==> src/rtl/multicycle_control_fsm.sv <==
// ---------------------------------------------------------------------------
// multicycle_control_fsm
//
// Main controller for the multicycle RV32I core. It steps each instruction
// through fetch, decode, execute, memory and writeback, and drives every
// enable and mux select of the shared datapath: the ALU, the unified
// instruction/data memory port, the register file and the immediate extender.
//
// Memory handshake:
//   The controller holds a memory request (fetch, load or store) for as long
//   as mem_ready is low. The request completes in the cycle where mem_ready is
//   high: the state then advances at the next edge. Any write enable that
//   depends on completion (ir_write/pc_write in FETCH) follows mem_ready in
//   the same cycle. Each cycle with mem_ready low costs one extra cycle.
//
// Ports:
//   clk          rising-edge system clock
//   rst          synchronous active-high reset; forces every output to 0
//   op           instr[6:0] from the instruction register
//   funct3       instr[14:12]
//   funct7_5     instr[30]
//   zero         ALU zero flag (branch compare)
//   mem_ready    memory completes the current access this cycle
//   pc_write     PC load enable
//   adr_src      memory address select: 0 PC, 1 result
//   mem_write    memory write request
//   ir_write     instruction register / old-PC load enable
//   result_src   00 alu_out reg, 01 read data, 10 ALU result
//   alu_src_a    00 PC, 01 old PC, 10 rd1
//   alu_src_b    00 rd2, 01 imm_ext, 10 constant 4
//   alu_control  000 add, 001 sub, 010 and, 011 or, 101 slt
//   imm_src      00 I, 01 B, 10 S, 11 J
//   reg_write    register file write enable
//   illegal      high while parked in TRAP
//   state_o      current state encoding, for debug
// ---------------------------------------------------------------------------
module multicycle_control_fsm #(
  parameter int OP_WIDTH    = 7,
  parameter int STATE_WIDTH = 4
) (
  input  logic                   clk,
  input  logic                   rst,
  input  logic [OP_WIDTH-1:0]    op,
  input  logic [2:0]             funct3,
  input  logic                   funct7_5,
  input  logic                   zero,
  input  logic                   mem_ready,
  output logic                   pc_write,
  output logic                   adr_src,
  output logic                   mem_write,
  output logic                   ir_write,
  output logic [1:0]             result_src,
  output logic [1:0]             alu_src_a,
  output logic [1:0]             alu_src_b,
  output logic [2:0]             alu_control,
  output logic [1:0]             imm_src,
  output logic                   reg_write,
  output logic                   illegal,
  output logic [STATE_WIDTH-1:0] state_o
);

  // -------------------------------------------------------------------------
  // State encoding (12..15 are unused and fall back to FETCH)
  // -------------------------------------------------------------------------
  typedef enum logic [3:0] {
    S_FETCH    = 4'd0,
    S_DECODE   = 4'd1,
    S_MEMADR   = 4'd2,
    S_MEMREAD  = 4'd3,
    S_MEMWB    = 4'd4,
    S_MEMWRITE = 4'd5,
    S_EXECR    = 4'd6,
    S_EXECI    = 4'd7,
    S_ALUWB    = 4'd8,
    S_BEQ      = 4'd9,
    S_JAL      = 4'd10,
    S_TRAP     = 4'd11
  } state_t;

  // Opcodes
  localparam logic [OP_WIDTH-1:0] OP_LOAD   = OP_WIDTH'(7'b0000011);
  localparam logic [OP_WIDTH-1:0] OP_STORE  = OP_WIDTH'(7'b0100011);
  localparam logic [OP_WIDTH-1:0] OP_RTYPE  = OP_WIDTH'(7'b0110011);
  localparam logic [OP_WIDTH-1:0] OP_ITYPE  = OP_WIDTH'(7'b0010011);
  localparam logic [OP_WIDTH-1:0] OP_BRANCH = OP_WIDTH'(7'b1100011);
  localparam logic [OP_WIDTH-1:0] OP_JAL    = OP_WIDTH'(7'b1101111);

  // ALU operations
  localparam logic [2:0] ALU_ADD = 3'b000;
  localparam logic [2:0] ALU_SUB = 3'b001;
  localparam logic [2:0] ALU_AND = 3'b010;
  localparam logic [2:0] ALU_OR  = 3'b011;
  localparam logic [2:0] ALU_SLT = 3'b101;

  state_t state;

  // -------------------------------------------------------------------------
  // Instruction classification
  // -------------------------------------------------------------------------
  logic is_load;
  logic is_store;
  logic is_rtype;
  logic is_itype;
  logic is_branch;
  logic is_jal;
  logic mem_f3_ok;   // only word accesses are implemented
  logic alu_f3_ok;   // add/sub, slt, or, and
  logic br_f3_ok;    // beq, bne

  assign is_load   = (op == OP_LOAD);
  assign is_store  = (op == OP_STORE);
  assign is_rtype  = (op == OP_RTYPE);
  assign is_itype  = (op == OP_ITYPE);
  assign is_branch = (op == OP_BRANCH);
  assign is_jal    = (op == OP_JAL);

  assign mem_f3_ok = (funct3 == 3'b010);
  assign alu_f3_ok = (funct3 == 3'b000) || (funct3 == 3'b010) ||
                     (funct3 == 3'b110) || (funct3 == 3'b111);
  assign br_f3_ok  = (funct3 == 3'b000) || (funct3 == 3'b001);

  // -------------------------------------------------------------------------
  // ALU operation for EXECR/EXECI. Subtract is only an R-type encoding;
  // an addi with imm[10] set (instr[30]) must still add.
  // -------------------------------------------------------------------------
  logic [2:0] alu_exec_op;

  always_comb begin
    alu_exec_op = ALU_ADD;
    case (funct3)
      3'b000:  alu_exec_op = (state == S_EXECR && funct7_5) ? ALU_SUB : ALU_ADD;
      3'b111:  alu_exec_op = ALU_AND;
      3'b110:  alu_exec_op = ALU_OR;
      3'b010:  alu_exec_op = ALU_SLT;
      default: alu_exec_op = ALU_ADD;
    endcase
  end

  // -------------------------------------------------------------------------
  // Branch decision: beq takes on zero, bne on not-zero
  // -------------------------------------------------------------------------
  logic branch_taken;

  assign branch_taken = (funct3 == 3'b001) ? ~zero : zero;

  // -------------------------------------------------------------------------
  // State register
  // -------------------------------------------------------------------------
  always_ff @(posedge clk) begin
    if (rst) begin
      state <= S_FETCH;
    end else begin
      case (state)
        S_FETCH: begin
          if (mem_ready) state <= S_DECODE;
        end
        S_DECODE: begin
          if ((is_load || is_store) && mem_f3_ok) state <= S_MEMADR;
          else if (is_rtype && alu_f3_ok)         state <= S_EXECR;
          else if (is_itype && alu_f3_ok)         state <= S_EXECI;
          else if (is_branch && br_f3_ok)         state <= S_BEQ;
          else if (is_jal)                        state <= S_JAL;
          else                                    state <= S_TRAP;
        end
        S_MEMADR: begin
          // The instruction register is stable here, so op still selects.
          if (is_load)       state <= S_MEMREAD;
          else if (is_store) state <= S_MEMWRITE;
          else               state <= S_TRAP;
        end
        S_MEMREAD: begin
          if (mem_ready) state <= S_MEMWB;
        end
        S_MEMWB:    state <= S_FETCH;
        S_MEMWRITE: begin
          if (mem_ready) state <= S_FETCH;
        end
        S_EXECR:    state <= S_ALUWB;
        S_EXECI:    state <= S_ALUWB;
        S_ALUWB:    state <= S_FETCH;
        S_BEQ:      state <= S_FETCH;
        // jal: PC gets the target now, rd gets old PC + 4 in ALUWB
        S_JAL:      state <= S_ALUWB;
        S_TRAP:     state <= S_TRAP;
        default:    state <= S_FETCH;
      endcase
    end
  end

  // -------------------------------------------------------------------------
  // Output decode (Moore on state, with the branch pc_write, the FETCH
  // completion enables, imm_src and alu_control looking at the instruction
  // fields and handshake). Reset overrides everything to zero.
  // -------------------------------------------------------------------------
  always_comb begin
    pc_write    = 1'b0;
    adr_src     = 1'b0;
    mem_write   = 1'b0;
    ir_write    = 1'b0;
    result_src  = 2'b00;
    alu_src_a   = 2'b00;
    alu_src_b   = 2'b00;
    alu_control = ALU_ADD;
    imm_src     = 2'b00;
    reg_write   = 1'b0;
    illegal     = 1'b0;

    case (state)
      S_FETCH: begin
        // PC + 4 is computed while the instruction is read; both land
        // only once the memory completes.
        adr_src    = 1'b0;
        alu_src_a  = 2'b00;
        alu_src_b  = 2'b10;
        result_src = 2'b10;
        ir_write   = mem_ready;
        pc_write   = mem_ready;
      end
      S_DECODE: begin
        // Precompute old PC + imm for a possible branch.
        alu_src_a = 2'b01;
        alu_src_b = 2'b01;
      end
      S_MEMADR: begin
        alu_src_a = 2'b10;
        alu_src_b = 2'b01;
      end
      S_MEMREAD: begin
        adr_src    = 1'b1;
        result_src = 2'b00;
      end
      S_MEMWB: begin
        result_src = 2'b01;
        reg_write  = 1'b1;
      end
      S_MEMWRITE: begin
        adr_src    = 1'b1;
        result_src = 2'b00;
        mem_write  = 1'b1;
      end
      S_EXECR: begin
        alu_src_a   = 2'b10;
        alu_src_b   = 2'b00;
        alu_control = alu_exec_op;
      end
      S_EXECI: begin
        alu_src_a   = 2'b10;
        alu_src_b   = 2'b01;
        alu_control = alu_exec_op;
      end
      S_ALUWB: begin
        result_src = 2'b00;
        reg_write  = 1'b1;
      end
      S_BEQ: begin
        // alu_out still holds the target from DECODE.
        alu_src_a   = 2'b10;
        alu_src_b   = 2'b00;
        alu_control = ALU_SUB;
        result_src  = 2'b00;
        pc_write    = branch_taken;
      end
      S_JAL: begin
        alu_src_a  = 2'b01;
        alu_src_b  = 2'b10;
        result_src = 2'b00;
        pc_write   = 1'b1;
      end
      S_TRAP: begin
        illegal = 1'b1;
      end
      default: begin
      end
    endcase

    // Immediate format depends only on the opcode.
    case (op)
      OP_LOAD, OP_ITYPE: imm_src = 2'b00;
      OP_BRANCH:         imm_src = 2'b01;
      OP_STORE:          imm_src = 2'b10;
      OP_JAL:            imm_src = 2'b11;
      default:           imm_src = 2'b00;
    endcase

    if (rst) begin
      pc_write    = 1'b0;
      adr_src     = 1'b0;
      mem_write   = 1'b0;
      ir_write    = 1'b0;
      result_src  = 2'b00;
      alu_src_a   = 2'b00;
      alu_src_b   = 2'b00;
      alu_control = ALU_ADD;
      imm_src     = 2'b00;
      reg_write   = 1'b0;
      illegal     = 1'b0;
    end
  end

  assign state_o = rst ? '0 : STATE_WIDTH'(state);

endmodule

==> config.mk <==
export PLATFORM = sky130hd
export DESIGN_NAME = multicycle_control_fsm
export DESIGN_NICKNAME = d
export VERILOG_FILES = /design/src/rtl/multicycle_control_fsm.sv
export SDC_FILE = /design/constraint.sdc
export NUM_CORES = 1
export LEC_CHECK = 0
export BUFFER_PORTS_ARGS = -buffer_cell sky130_fd_sc_hd__buf_4
export CORE_MARGIN = 3
export CORE_UTILIZATION = 45
export DETAILED_ROUTE_END_ITERATION = 16
export PLACE_DENSITY = 0.83
export SLEW_MARGIN = 20
export SYNTH_ARGS = -nofsm -noshare
export SYNTH_HDL_FRONTEND = slang
export SYNTH_SLANG_ARGS = --single-unit
export TNS_END_PERCENT = 20
==> constraint.sdc <==
create_clock -name clk -period 2 [get_ports clk]
set_clock_uncertainty 0.15 [all_clocks]
set_input_delay 0.4 -clock clk [delete_from_list [all_inputs] [get_ports clk]]
set_output_delay 0.4 -clock clk [all_outputs]
set_load 0.005 [all_outputs]
==> results of run 1 <==
[Yosys cell counts, drive strengths merged, types with 2 or more instances]
cell | instances | share of area, %
nor2 | 16 | 8.1
nand2 | 10 | 5.0
nor3 | 10 | 6.7
a21oi | 7 | 4.7
buf | 7 | 5.4
nor2b | 7 | 5.9
and2 | 5 | 4.2
inv | 5 | 2.5
dfxtp | 4 | 11
nor4 | 4 | 3.4
o21ai | 4 | 2.7
nand2b | 3 | 2.5
xnor2 | 3 | 3.5
a31oi | 2 | 1.7
and4 | 2 | 2.4
nand3 | 2 | 1.3
nor3b | 2 | 2.0
or4b | 2 | 2.7
[layer usage]
layer  vias up  part of all wire, %
met5         -                    0
met4         0                  1.6
met3        10                  6.6
met2        47                   51
met1       475                   41
li1        501                    -
[worst max-delay path, cell delays in order (launching register included)]
cell and delay (ns):
dfxtp_2 0.35, nor2_2 0.13, a21oi_1 0.07, or4b_1 0.47, a21oi_1 0.14, buf_4 0.12
[where the power goes]
| part | internal [W] | switching [W] | leakage (nW) | total (W) |
|---|---|---|---|---|
| clock | 0.0000671 | 0.0000326 | 0.0138 | 0.0000997 |
| sequential | 0.000118 | 0.0000549 | 0.0342 | 0.000173 |
| combinational | 0.000419 | 0.000409 | 0.447 | 0.000828 |
[timing repair]
item	4_1_cts	5_1_grt
resized for setup	5	6
pin swaps	1	0
gates cloned	0	1
hold buffers	0	0
endpoints found under the setup margin	5	4
[per-stage QoR]
stage          utilization [%]  instances  setup TNS, ns  power [W]
6_report                  74.1        170        -0.0832    0.00110
5_1_grt                   74.1        170         -0.293    0.00118
4_1_cts                   71.0        169        -0.0403   0.000995
3_5_place_dp              68.5        166              0   0.000866
3_3_place_gp              68.5        166              0   0.000848
2_1_floorplan                -        115              0   0.000616
[how the worst max path moves through the flow]
stage / from / end / cells past startpoint / slack [ns]
floorplan: state[2] / alu_control[0] / 4 / 0.23
global placement: funct3[2] / pc_write / 6 / 0.04
detailed placement: funct3[2] / alu_control[0] / 6 / 0.02
CTS: state[0] / alu_control[0] / 5 / -0.04
global route: state[0] / alu_control[0] / 5 / -0.12
finish: state[0] / alu_control[0] / 5 / -0.07
[layout make-up]
type	count	area (µm²)
fill	118	394
inverter	5	18.8
sequential	4	86.3
tap	16	20.0
multi-input combinational	98	627
timing repair buffer	44	355
clock buffer	3	22.5
[cells by family (layout without fill, tap and decap cells)]
group                     Yosys count  after routing  share of synthesized area (%)
DFF                                 4              4                           10.8
AOI/OAI and AO/OA                  27             27                           27.2
buffers and inverters              13             52                           8.40
xor gates and xnor gates            4              4                           4.71
and+or+nand+nor                    66             66                           47.4
muxes                               1              1                           1.51
==> summary.md, run 1 <==
| Metric | Value |
|---|---|
| Status | complete, but fails checks |
| TritonRoute pass-1 iters | 4 |
| Synthesis warning total | 0 |
| Buffers on Ports | 35 |
| Gr usage total | 22.7% |
| Num rows | 14 |
| Final ANT Viol Nets | 0 |
| Power Dens Cells | 974 mW/mm² |
| H-tree depth | 1 |
| Syn Nets | 130 |
| Post-DP Area | 0.00104 mm² |
| Post-synth EDFFs | 0 |
| CTS tree | yes |
| Tcrit/Tclk final | 103% |
| Post-synth top flop | dfxtp_1 |
| R2R cell count | 5 |
| Worst-path clk slew | 0.03 ns |
| FFs w/ async S/R, synth | 0% |
| Die width | 46.7 µm |
| Req. time, crit path | 1.45 ns |
| Core Area | 0.00152 mm² |
| Reg2reg setup slack | 0.26 ns |
| Design Area, Final | 0.00113 mm² |
| IO Count | 36 |
| Synthesized cell area | 744 µm² |
| Wirelength per Cell | 15.1 µm |
| Die area | 0.00218 mm² |
| Crit Reg-Reg Endpoint | state[1] |
| Post-Synthesis Cells | 115 |
| Startpoint Class | flop |
| Maxcap violations | 0 |
| Mapped Avg Cell Area | 6.47 µm² |
| Final worst slack | -0.0700 ns |
| Yosys reg bits | 4 |
| Wirelength, routed | 2.57 mm |
| Grt ovf | 0 |
| Via/cell ratio | 6.08 |
| M3 GR Usage | 5.47% |
| Pin count of the biggest net entering global routing | 21 |
| Slew headroom | 66.1% |
| Failing checks | setup timing |
| RePlAce Congestion | 0.922 |
| Root buffer cell | clkbuf_4 |
| CTS Buf Count | 3 |
| Max frequency | 0.483 GHz |
| Vias in the first global route | 879 |
| DRC | 0 |
| Post-CTS Repair Setup Buffers | 0 |
| RSZ-0062 raised after global routing | yes |
| CTS Buffer Depth | 2 |
| Hold Fails Final Rpt | 0 |
| M2 GR Usage | 39.3% |
| Hold_sp | rst |
| Worst min-delay path class | in -> reg |
| Final setup violation count | 2 |
| Critical Path AT | 1.52 ns |
| CP endpoint kind | output port |
| Antenna violations before repair | 0 |
| Sequential area share after synthesis | 10.8% |
| CP max FO | 6 |
| Die H | 46.7 µm |
| Via count | 1033 |
| Commonest non-fill, non-tap cell in the layout | buf_4 |
| Period minus WS final | 2.07 ns |
| GRT Max-Usage Layer | met2 |
| Critical R2R Launch | state[0] |
| Static Leakage | 0.495 nW |
| Initial core utilization | 48.9% |
| Inserted Diodes | 0 |
| Kind of critical path | reg -> out |
| Hold Crit Endpoint | state[0] |
| Largest register FFs | 4 |
| Worst-Margin Slew | 0.507 ns |
| Peak VDD IR | 0.000687 V |
| Top reg by flops | state |
| First-pass GRT wire length | 3.64 mm |
| Hold path depth | 2 |
| Area growth, synth to finish | 51.8% |
| Most frequent cells in the layout | buf_4, nor2_1, nor3_1, nand2_1, a21oi_1 |
| Pre-CTS setup slack | 0.0175 ns |
| Hpwl dp | 1.80 mm |
| Final hold slack | 0.375 ns |
| DR iter-0 viols | 39 |
| Slew Limit Fails | 0 |
| Clock Sink Count | 4 |
| Worst-Skew Late Latency | 0.23 ns |
| Nets@finish | 171 |
| Post-synthesis cell type count | 40 |
| Regs by FF count | state x4 |
| Met1 Track Usage GR | 28.0% |
| Ratio of cells with drive above 1 in the final layout | 38.3% |
No activity file was read; power rests on OpenSTA's default activity.
==> inputs of run 2 (changes only) <==
==> constraint.sdc (replaced) <==
create_clock -name clk -period 2.15 [get_ports clk]
set_clock_uncertainty 0.15 [all_clocks]
set_input_delay 0.43 -clock clk [delete_from_list [all_inputs] [get_ports clk]]
set_output_delay 0.43 -clock clk [all_outputs]
set_load 0.005 [all_outputs]
==> summary.md, run 2 (synthesis gave the netlist of run 1 again) <==
| Metric | Value |
|---|---|
| Status | complete, no violations |
| Slew Limit Fails | 0 |
| Ratio of cells with drive above 1 in the final layout | 36.2% |
| Die area | 0.00218 mm² |
| Gr usage total | 22.2% |
| Kind of critical path | reg -> out |
| Switching power | 0.000420 W |
| DRC | 0 |
| Final setup violation count | 0 |
| Clock power share | 10.4% |
| Root buffer cell | clkbuf_4 |
| Worst-Skew Late Latency | 0.24 ns |
| Post-CTS Hold Buffers | 0 |
| Wirelength, routed | 2.30 mm |
| Tcrit/Tclk final | 96.9% |
| CTS Buffer Depth | 2 |
| Gate power share | 73.3% |
| Nets@finish | 169 |
| Die H | 46.7 µm |
| FF+latch area | 83.8 µm² |
| Maxcap violations | 0 |
| Pin count of the biggest net entering global routing | 21 |
| Buffers on Ports | 35 |
| Wl on met1 | 1.01 mm |
| Fillers | 138 |
| Via/cell ratio | 5.85 |
| Commonest non-fill, non-tap cell in the layout | buf_4 |
| H-tree depth | 1 |
| Hold Fails Final Rpt | 0 |
| Initial core utilization | 48.9% |
| Num rows | 14 |
| Hold path depth | 2 |
| Worst-Margin Slew | 0.443 ns |
| R2R cell count | 5 |
| Power Dens Cells | 856 mW/mm² |
| CTS Buf Count | 3 |
| CTS tree | yes |
| Vias in the first global route | 798 |
| WL met3 | 119 µm |
| Grt ovf | 0 |
| First-pass GRT wire length | 3.51 mm |
| Most frequent cells in the layout | buf_4, nor2_1, nor3_1, nand2_1 |
| Top reg by flops | state |
| Antenna violations before repair | 0 |
| Largest register FFs | 4 |
| Post-DP Area | 0.00104 mm² |
| Metal2 WL | 1.16 mm |
| Peak VDD IR | 0.000643 V |
| Core Area | 0.00152 mm² |
| Req. time, crit path | 1.57 ns |
| Final Util | 70.4% |
| Startpoint Class | flop |
| Switching Fraction | 45.8% |
| Wirelength per Cell | 13.7 µm |
| Die width | 46.7 µm |
| Clock Sink Count | 4 |
| Hpwl dp | 1.76 mm |
| Max frequency | 0.480 GHz |
| Critical Path AT | 1.50 ns |
| Combined area of the multi-input logic cells | 608 µm² |
| RSZ-0062 raised after global routing | yes |
| CP endpoint kind | output port |
| DR iter-0 viols | 19 |
| Reg power frac | 16.3% |
| Via count | 982 |
| Worst min-delay path class | in -> reg |
| TritonRoute pass-1 iters | 4 |
| Internal power | 0.000498 W |
| Inserted Diodes | 0 |
| Final ANT Viol Nets | 0 |
| IO Count | 36 |
| Design Area, Final | 0.00107 mm² |
| Static Leakage | 0.474 nW |
| Period minus WS final | 2.08 ns |
| Worst-path clk slew | 0.04 ns |
| DR top layer | met4 |
| CP max FO | 5 |
| RePlAce Congestion | 0.908 |
| Area growth, synth to finish | 44.0% |
| Regs by FF count | state x4 |
| Slew headroom | 70.4% |
run 2: cell count changes in the layout (fill, tap and decap cells not counted), sizes merged:
cell    previous run  this run
buf               43        42
clkbuf             4         3
run 2: layout make-up:
type                            instances  share of cell area (%)
Clock buffer                            3                    2.10
Inverter                                5                    1.75
Timing Repair Buffer                   42                    29.8
Multi-Input combinational cell         98                    56.7
Tap cell                               16                    1.87
Sequential cell                         4                    7.82
run 2: what timing repair did:
| action | CTS | global route |
|---|---|---|
| gates resized for setup | 1 | 5 |
| endpoints found under the setup margin | 1 | 5 |
| cloned | 0 | 0 |
| setup buffers | 0 | 0 |
run 2: worst max-delay path: stages (launching register included):
cell and delay [ns]:
dfxtp_2 0.36, nor2b_2 0.18, or4b_1 0.47, a21oi_2 0.15, buf_4 0.11
run 2: final timing paths:
check / startpoint / end / slack, ns
max: state[1] / alu_control[0] / 0.07
min: rst / state[0] / 0.39
max reg2reg: state[3] / state[1] / 0.47
min reg2reg: state[2] / state[1] / 0.42
run 2: metal layers:
layer / up-vias / track usage [%]
li1: 499 / -
met1: 455 / 29.7
met2: 26 / 35.4
met3: 2 / 5.08
met4: 0 / 6.08
met5: - / 0
run 2: power by group through the flow:
stage | Clock [W] | Sequential, W | Combinational, W
after detailed placement | 0 | 0.000141 | 0.000657
after CTS | 0.000101 | 0.000141 | 0.000662
after global routing | 0.000107 | 0.000155 | 0.000743
final | 0.0000956 | 0.000149 | 0.000673
after floorplan | 0 | 0.000124 | 0.000449
after global placement | 0 | 0.000140 | 0.000648
run 2: per-stage QoR:
| step | hold slack, ns | std cells | setup slack (ns) | total power [W] | TNS [ns] |
|---|---|---|---|---|---|
| 2_1_floorplan | 0.485 | 115 | 0.353 | 0.000573 | 0 |
| 3_3_place_gp | 0.395 | 165 | 0.124 | 0.000789 | 0 |
| 3_5_place_dp | 0.427 | 165 | 0.111 | 0.000798 | 0 |
| 4_1_cts | 0.380 | 168 | 0.0224 | 0.000904 | 0 |
| 5_1_grt | 0.436 | 168 | -0.00974 | 0.00100 | -0.00974 |
| 6_report | 0.390 | 168 | 0.0660 | 0.000918 | 0 |
